File: config.mk
export PLATFORM = sky130hd
export DESIGN_NAME = mfi_check_sequencer
export DESIGN_NICKNAME = d
export VERILOG_FILES = /design/src/rtl/mfi_check_sequencer.sv
export SDC_FILE = /design/constraint.sdc
export NUM_CORES = 1
export LEC_CHECK = 0
export ABC_CLOCK_PERIOD_IN_PS = 3700
export CAP_MARGIN = 40
export CORE_MARGIN = 2
export CORE_UTILIZATION = 55
export DETAILED_ROUTE_END_ITERATION = 8
export PLACE_DENSITY = 0.85
export SYNTH_ARGS = -nofsm -noshare
export SYNTH_HDL_FRONTEND = slang
export SYNTH_SLANG_ARGS = --single-unit
File: constraint.sdc
create_clock -name clock -period 3.7 [get_ports clock]
set_input_delay 0.74 -clock clock [delete_from_list [all_inputs] [get_ports clock]]
set_output_delay 0.74 -clock clock [all_outputs]
set_load 0.02 [all_outputs]
File: src/rtl/mfi_check_sequencer.sv
// -----------------------------------------------------------------------------
// mfi_check_sequencer
//
// Per-property controller for the MFI formal harness. After reset_n releases
// it holds the DUT in reset for RESET_CYCLES cycles and then lets it run. At
// run-cycle CHECK_CYCLE it pulses `check` for one cycle to every attached
// checker. It also supervises the retirement stream: it counts retirements,
// flags order gaps or repeats, and records whether target_order has retired.
//
// Ports
//   clock        in   1        sole clock
//   reset_n      in   1        asynchronous active-low reset
//   mfi_valid    in   1        retirement valid from the DUT MFI port
//   mfi_order    in   ORDER_W  retirement order from the DUT MFI port
//   target_order in   ORDER_W  order of the instruction under check
//   dut_reset    out  1        active-high synchronous reset to the DUT
//   check        out  1        one-cycle strobe to the checkers
//   run_cycle    out  CYC_W    cycles since dut_reset deasserted, saturating
//   retire_cnt   out  ORDER_W  retirements seen since dut_reset deasserted
//   target_seen  out  1        sticky: target_order has retired
//   order_err    out  1        sticky: retirement stream skipped/repeated
//   done         out  1        sticky: check has fired
// -----------------------------------------------------------------------------
module mfi_check_sequencer #(
  parameter int unsigned RESET_CYCLES = 2,   // 1..255
  parameter int unsigned CHECK_CYCLE  = 20,  // >= 1
  parameter int unsigned ORDER_W      = 64,
  parameter int unsigned CYC_W        = 16   // must hold CHECK_CYCLE
) (
  input  logic               clock,
  input  logic               reset_n,
  input  logic               mfi_valid,
  input  logic [ORDER_W-1:0] mfi_order,
  input  logic [ORDER_W-1:0] target_order,
  output logic               dut_reset,
  output logic               check,
  output logic [CYC_W-1:0]   run_cycle,
  output logic [ORDER_W-1:0] retire_cnt,
  output logic               target_seen,
  output logic               order_err,
  output logic               done
);

  typedef enum logic [1:0] {
    ST_HOLD,
    ST_RUN,
    ST_CHECK,
    ST_DONE
  } state_e;

  // Last hold-counter value before leaving HOLD, and last RUN cycle index.
  localparam logic [7:0]       HOLD_LAST  = 8'(RESET_CYCLES - 1);
  localparam logic [CYC_W-1:0] CHECK_LAST = CYC_W'(CHECK_CYCLE - 1);

  state_e             state_q;
  logic [7:0]         hold_cnt_q;
  logic [CYC_W-1:0]   run_cycle_q;
  logic               dut_reset_q;
  logic               check_q;
  logic               done_q;

  logic [ORDER_W-1:0] retire_cnt_q,  retire_cnt_d;
  logic [ORDER_W-1:0] expected_q,    expected_d;
  logic               order_err_q,   order_err_d;
  logic               target_seen_q, target_seen_d;

  logic [CYC_W-1:0]   run_cycle_inc;

  // run_cycle sticks at all-ones instead of wrapping.
  assign run_cycle_inc = (run_cycle_q == '1) ? run_cycle_q
                                             : run_cycle_q + CYC_W'(1);

  // ---------------------------------------------------------------------------
  // Sequencing FSM. Every output is decoded one cycle early and registered so
  // dut_reset and check come straight from flops and cannot glitch.
  // ---------------------------------------------------------------------------
  // NOTE: sequential state is written only with non-blocking (<=) assignments
  // so every flop samples pre-edge values regardless of block ordering.
  always_ff @(posedge clock or negedge reset_n) begin
    if (!reset_n) begin
      state_q     <= ST_HOLD;
      hold_cnt_q  <= '0;
      run_cycle_q <= '0;
      dut_reset_q <= 1'b1;
      check_q     <= 1'b0;
      done_q      <= 1'b0;
    end else begin
      case (state_q)
        ST_HOLD: begin
          hold_cnt_q <= hold_cnt_q + 8'd1;
          if (hold_cnt_q == HOLD_LAST) begin
            state_q     <= ST_RUN;
            dut_reset_q <= 1'b0;
          end
        end
        ST_RUN: begin
          run_cycle_q <= run_cycle_inc;
          if (run_cycle_q == CHECK_LAST) begin
            state_q <= ST_CHECK;
            check_q <= 1'b1;
          end
        end
        ST_CHECK: begin
          run_cycle_q <= run_cycle_inc;
          state_q     <= ST_DONE;
          check_q     <= 1'b0;
          done_q      <= 1'b1;
        end
        ST_DONE: begin
          run_cycle_q <= run_cycle_inc;
        end
        default: begin
          state_q     <= ST_HOLD;
          hold_cnt_q  <= '0;
          run_cycle_q <= '0;
          dut_reset_q <= 1'b1;
          check_q     <= 1'b0;
          done_q      <= 1'b0;
        end
      endcase
    end
  end

  // ---------------------------------------------------------------------------
  // Retirement supervision, live only once the DUT is out of reset. Whether
  // the order matched or not, the next expected order is mfi_order+1, so a
  // single gap raises one error and the stream is then tracked from there.
  // ---------------------------------------------------------------------------
  // NOTE: every _d signal gets its default first, so no path through this
  // block leaves a value unassigned and no latch is inferred.
  always_comb begin
    retire_cnt_d  = retire_cnt_q;
    expected_d    = expected_q;
    order_err_d   = order_err_q;
    target_seen_d = target_seen_q;
    if (state_q == ST_HOLD) begin
      retire_cnt_d  = '0;
      expected_d    = '0;
      order_err_d   = 1'b0;
      target_seen_d = 1'b0;
    end else if (mfi_valid) begin
      retire_cnt_d = retire_cnt_q + ORDER_W'(1);
      expected_d   = mfi_order + ORDER_W'(1);
      if (mfi_order != expected_q) begin
        order_err_d = 1'b1;
      end
      if (mfi_order == target_order) begin
        target_seen_d = 1'b1;
      end
    end
  end

  always_ff @(posedge clock or negedge reset_n) begin
    if (!reset_n) begin
      retire_cnt_q  <= '0;
      expected_q    <= '0;
      order_err_q   <= 1'b0;
      target_seen_q <= 1'b0;
    end else begin
      retire_cnt_q  <= retire_cnt_d;
      expected_q    <= expected_d;
      order_err_q   <= order_err_d;
      target_seen_q <= target_seen_d;
    end
  end

  assign dut_reset   = dut_reset_q;
  assign check       = check_q;
  assign run_cycle   = run_cycle_q;
  assign retire_cnt  = retire_cnt_q;
  assign target_seen = target_seen_q;
  assign order_err   = order_err_q;
  assign done        = done_q;

endmodule
==> results of run 1 <==
-- state kept, by name, summed over array words and instances, names as in the netlist --
name         count
check            1
done             1
dut_reset        1
expected_q      64
hold_cnt_q       8
order_err        1
retire_cnt      64
run_cycle       16
state_q          2
target_seen      1
-- path summary, 6_finish.rpt --
kind                       slack (ns)          from             end
max                              0.50  mfi_order[1]  expected_q[38]
min in group clock               0.45     dut_reset       dut_reset
max reg2reg                      0.86    state_q[0]  retire_cnt[63]
min reg2reg                      0.45     dut_reset       dut_reset
min                              0.27       reset_n  retire_cnt[17]
max in group asynchronous        2.46       reset_n       dut_reset
-- routing by layer --
metal | vias to the layer above | GRT usage | part of all wire | routed length, um
li1 | 4643 | - | - | -
met1 | 4985 | 0.451 | 0.38 | 13000
met2 | 724 | 0.517 | 0.45 | 15400
met3 | 139 | 0.0661 | 0.11 | 3750
met4 | 0 | 0.162 | 0.051 | 1710
met5 | - | 0 | 0 | 0
-- logic make-up (layout without fill, tap and decap cells) --
family	after synthesis	after routing	share of synthesized area
compound gates	157	157	0.102
xor+xnor	205	205	0.173
fa+ha+maj	9	9	0.0108
buf+inv	110	313	0.0435
flops	159	159	0.383
mux	7	7	0.00698
simple gates	531	531	0.281
-- final cells by class --
cell class | count | area (um^2)
multi-input cells | 909 | 5980
clock inverters | 14 | 169
repair buffers | 251 | 2430
inverters | 30 | 113
clock buffers | 18 | 439
fillers | 1377 | 5230
well taps | 234 | 293
flip-flops and latches | 159 | 3980
-- stage by stage --
step / std cells / power [mW] / utilization / area (um^2) / hold slack (ns)
after floorplan: 1178 / 2.39 / - / 10400 / 0.444
after global placement: 1582 / 2.80 / 0.686 / 12800 / 0.437
after detailed placement: 1583 / 2.82 / 0.687 / 12800 / 0.442
after CTS: 1615 / 4.65 / 0.719 / 13400 / 0.296
after global routing: 1615 / 4.82 / 0.719 / 13400 / 0.318
final: 1615 / 4.66 / 0.719 / 13400 / 0.272
-- power breakdown --
part	internal [mW]	switching (mW)	total (mW)
Clock	1.04	0.804	1.84
Sequential	1.84	0.105	1.94
Combinational	0.402	0.469	0.871
Total	3.28	1.38	4.66
-- placed cells by master, fill, tap and decap left out, types with 25 or more instances in the layout --
master,netlist,final
sky130_fd_sc_hd__buf_4,0,36
sky130_fd_sc_hd__xor2_1,95,95
sky130_fd_sc_hd__nand2_1,75,75
sky130_fd_sc_hd__inv_1,29,29
sky130_fd_sc_hd__nor2_1,123,123
sky130_fd_sc_hd__dfrtp_1,158,158
sky130_fd_sc_hd__nor4_1,49,49
sky130_fd_sc_hd__a211oi_1,32,32
sky130_fd_sc_hd__clkdlybuf4s50_1,0,213
sky130_fd_sc_hd__a21oi_1,35,35
sky130_fd_sc_hd__or3_1,32,32
sky130_fd_sc_hd__xnor2_1,110,110
sky130_fd_sc_hd__o21ai_0,25,25
sky130_fd_sc_hd__nand3_1,59,59
sky130_fd_sc_hd__nand4_1,80,80
==> flow_summary.ini, run 1 <==
[synthesis]
synthesis.area_per_instance_um2 = 8.83
post_synth_top_cells = 158 x sky130_fd_sc_hd__dfrtp_1, 123 x sky130_fd_sc_hd__nor2_1, 110 x sky130_fd_sc_hd__xnor2_1
synth-warning-count = 0
post_synth_inst_count = 1178
synth_area_leader_cell = sky130_fd_sc_hd__dfrtp_1
synth_edf_count = 0
dominant_register_cell_in_the_synthesized_netlist = sky130_fd_sc_hd__dfrtp_1
synth.most_common_cell = sky130_fd_sc_hd__dfrtp_1
post_synthesis_instance_area_mm2 = 0.0104
flip_flop_and_latch_count_after_synthesis = 159
synth_top_cells_by_area = sky130_fd_sc_hd__dfrtp_1 38%, sky130_fd_sc_hd__xnor2_1 9.3%, sky130_fd_sc_hd__xor2_1 8.0%
seq_area_frac_synth = 0.383
synth_top_area_share = 0.380
synth_cell_type_count = 66
synth.net_count = 1318
synth-async-reset-ratio = 1.00

[detailed_routing]
vias_per_cell = 6.50
detail_route.wirelength_um = 33900
via_count = 10500
detailedRoute.firstPassIterationCount = 6
ant_nets = 0
drc = 0
drt-wirelength-per-cell_um = 21.0
drtIter0Drc = 1426

[floorplanning]
coreArea_mm2 = 0.0186
dieArea_mm2 = 0.0200
initial_utilization = 0.558
die_height_um = 142
rows = 50
die_w_um = 142
ports_placed_on_the_boundary = 216

[setup_path]
timing.critical_path.slowest_stage_cell = sky130_fd_sc_hd__and3b_1
critPathArrivalTime_ns = 3.48
count_of_cell_instances_traversed_by_the_critical_path = 7
timing.reg2reg.worst_path_depth = 7
setup.worst_path.start_class = primary input
timing.setup.critical_path_class = in -> reg
timing.critical_path.to_type = register
cp.buffers_inverters = 1
timing.critical_path.max_delay_family = simple AND/OR/NAND/NOR gates
critPathMaxStageDelay_ns = 0.62
crit_chain = clkdlybuf4s50_1 > ha_1 > nand4_1 > nor4b_1 > and3b_1 > nand2_1 > a2111oi_0
crit_path_required_time_ns = 3.98
cp_max_fo = 15

[global_route]
vias_in_the_first_global_route = 9781
pin_count_of_the_biggest_net_entering_global_routing = 71
grt_antenna_before_repair = 0
globalRouteOverflowTotal = 0
grt_first_pass_wirelength_um = 52800
grt.total_usage = 0.334

[layout]
syn_to_final_growth_pct = 28.9
layout.nets = 1508
antenna_cells = 0
layout-drive-gt1-share = 0.0673

[worst_hold_path]
hold_crit_path_type = in -> async

[timing]
clock_skew_ns = 0.00928
achievable-frequency_mhz = 313
timing.setup.tns_ns = 0
timing_hold_violations_final = 0
post-route-min-period_ns = 3.20
rsz0062_at_grt = false
layout_setup_ws_ns = 0.503
final-max-slew-violation-count = 0
slew_headroom = 0.412
setup_failing_eps_final = 0
worstMarginPinSlew_ns = 0.879
final_min_period_over_clock_period = 0.864

[cts]
cts_repair_resize_count = 0
cts-buffers-inserted = 17
post-cts-setup-buffers = 0
cts_max_level = 4
clock-root-buffer = sky130_fd_sc_hd__clkbuf_16
clock_sinks = 159
clkSlewWorstSetupHoldPaths_ns = 0.07
tritoncts = done
clock_tree.buffer_depth = 2
clk-insertion-delay-late_ns = 0.43
cts-hold-fix-buffers = 0

[place]
place_congestion = 1.03
port_buffers = 215
dp_slack_ns = 0.172
detailed_place_hpwl_um = 25100

[status]
status = completed

[pwr]
irDropWorstVdd_mv = 0.331
cellLeakagePower_nw = 5.22
pwr_density_cell_mw_per_mm2 = 347

[job]
max_cap_violations = 0
No activity file was read; power rests on OpenSTA's default activity.
==> run 2: changes to the inputs <==
--- a/config.mk
+++ b/config.mk
@@ -6,7 +6,7 @@
 export NUM_CORES = 1
 export LEC_CHECK = 0
 export ABC_CLOCK_PERIOD_IN_PS = 3700
-export CAP_MARGIN = 40
+export CAP_MARGIN = 10
 export CORE_MARGIN = 2
 export CORE_UTILIZATION = 55
 export DETAILED_ROUTE_END_ITERATION = 8
==> run 2 against run 1 <==
Compared with the run above:
- design area shrank 0.12%
- count of clock-buffer cells in the layout did not move
- power is 0.86% lower
- clock power barely moved
- sequential cell count is the same
- worst setup slack improved by 0.0070 ns
- sequential power is essentially flat
- first-iteration DRC count down 7.9%
- critical path depth unchanged
- fmax is 0.22% higher
- largest cell class unchanged
- combinational power barely moved
- global-route usage is 0.12 points higher
==> flow_summary.ini, run 2 (synthesized netlist as in run 1, its figures left out) <==
[floorplanning]
rows = 50
die_w_um = 142
ports_placed_on_the_boundary = 216
die_height_um = 142
dieArea_mm2 = 0.0200
initial_utilization = 0.558
coreArea_mm2 = 0.0186

[detailed_routing]
via_count = 10400
drt-wirelength-per-cell_um = 20.8
vias_per_cell = 6.45
detail_route.wirelength_um = 33600
drc = 0
ant_nets = 0
drtIter0Drc = 1314
detailedRoute.firstPassIterationCount = 7

[global_route]
grt.total_usage = 0.335
vias_in_the_first_global_route = 9760
globalRouteOverflowTotal = 0
grt_antenna_before_repair = 0
pin_count_of_the_biggest_net_entering_global_routing = 71
grt_first_pass_wirelength_um = 52900

[place]
dp_cells = 1582
port_buffers = 215
dp_slack_ns = 0.211
dpl-instance-area_mm2 = 0.0128
detailed_place_hpwl_um = 25000
place_congestion = 1.03

[pwr]
cellLeakagePower_nw = 5.20
irDropWorstVdd_mv = 0.347
pwr_density_cell_mw_per_mm2 = 345
p_total_mw = 4.62

[layout]
finalNonFillerCells = 1614
antenna_cells = 0
syn_to_final_growth_pct = 28.7
layout_common_cells = 213 x sky130_fd_sc_hd__clkdlybuf4s50_1, 158 x sky130_fd_sc_hd__dfrtp_1, 123 x sky130_fd_sc_hd__nor2_1, 110 x sky130_fd_sc_hd__xnor2_1, 95 x sky130_fd_sc_hd__xor2_1
mostFrequentLayoutCell = sky130_fd_sc_hd__clkdlybuf4s50_1
utilization = 0.718
layout-drive-gt1-share = 0.0659
layout.nets = 1507
final_design_area_no_fill_mm2 = 0.0134

[cts]
clock-root-buffer = sky130_fd_sc_hd__clkbuf_16
tritoncts = done
cts-hold-fix-buffers = 0
clk-insertion-delay-late_ns = 0.44
clkSlewWorstSetupHoldPaths_ns = 0.07
cts-buffers-inserted = 17
cts_repair_resize_count = 0
cts_max_level = 4
post-cts-setup-buffers = 0
clock_sinks = 159
clock_tree.buffer_depth = 2

[setup_path]
critPathMaxStageDelay_ns = 0.60
critPathArrivalTime_ns = 3.48
crit_path_required_time_ns = 3.99
timing.critical_path.to_type = register
cp.buffers_inverters = 1
crit_chain = clkdlybuf4s50_1 > ha_1 > nand4_1 > nor4b_1 > and3b_1 > nand2_1 > a2111oi_0
timing.critical_path.max_delay_family = simple AND/OR/NAND/NOR gates
timing.critical_path.slowest_stage_cell = sky130_fd_sc_hd__and3b_1
timing.setup.critical_path_class = in -> reg
setup.worst_path.start_class = primary input
cp_max_fo = 15

[worst_hold_path]
hold_crit_path_type = in -> async

[timing]
clock_skew_ns = 0.0121
timing_hold_violations_final = 0
setup_failing_eps_final = 0
timing.setup.tns_ns = 0
achievable-frequency_mhz = 313
final-max-slew-violation-count = 0
rsz0062_at_grt = false
post-route-min-period_ns = 3.19
final_min_period_over_clock_period = 0.862
hold_ws_ns = 0.263
worstMarginPinSlew_ns = 0.904
slew_headroom = 0.397
layout_setup_ws_ns = 0.510

[status]
status = completed

[job]
max_cap_violations = 0
-- run 2: cell count changes in the layout (fill, tap and decap cells not counted) --
cell,before,now
sky130_fd_sc_hd__clkinvlp_4,0,1
sky130_fd_sc_hd__clkinv_8,0,2
sky130_fd_sc_hd__clkinv_4,3,2
sky130_fd_sc_hd__clkbuf_8,1,0
sky130_fd_sc_hd__clkbuf_1,0,1
sky130_fd_sc_hd__buf_4,36,35
sky130_fd_sc_hd__clkinv_2,1,0
sky130_fd_sc_hd__inv_6,5,3
sky130_fd_sc_hd__inv_8,3,5
sky130_fd_sc_hd__bufinv_16,2,1
-- run 2: final timing paths --
| kind | cells past startpoint | startpoint | slack [ns] | endpoint |
|---|---|---|---|---|
| max | 7 | mfi_order[1] | 0.51 | expected_q[38] |
| min | 1 | reset_n | 0.26 | retire_cnt[17] |
| max reg2reg | 7 | state_q[0] | 0.91 | retire_cnt[63] |
| min reg2reg | 2 | dut_reset | 0.46 | dut_reset |
| max in group asynchronous | 2 | reset_n | 2.46 | dut_reset |
| min in group clock | 2 | dut_reset | 0.46 | dut_reset |
-- run 2: power breakdown --
| group | switching [mW] | leakage [nW] | internal, mW |
|---|---|---|---|
| clock network | 0.840 | 0.291 | 0.970 |
| logic | 0.466 | 2.93 | 0.402 |
| registers | 0.103 | 1.98 | 1.84 |
| total | 1.41 | 5.20 | 3.21 |
-- run 2: worst reg2reg max path: cells and delay by family, from the launching register on --
| family | cells | cell delay [ns] |
|---|---|---|
| simple gates | 3 | 1.31 |
| buf+inv | 1 | 0.14 |
| fa+ha+maj | 1 | 0.45 |
| flops | 1 | 0.41 |
| compound gates | 2 | 0.42 |
-- run 2: cell type report --
type	instances	area (um^2)
Timing Repair Buffer	250	2430
Tap cell	234	293
Sequential cell	159	3980
Inverter	30	113
Multi-Input combinational cell	909	5980
Clock buffer	18	429
Clock inverter	14	170
Fill cell	1385	5250
-- run 2: layer usage --
layer	track usage	part of all wire	routed length, um	up-vias
met1	0.452	0.39	13200	4918
met2	0.504	0.44	14900	681
met4	0.172	0.055	1860	0
met5	0	0	0	-
li1	-	-	-	4655
met3	0.0813	0.11	3600	154
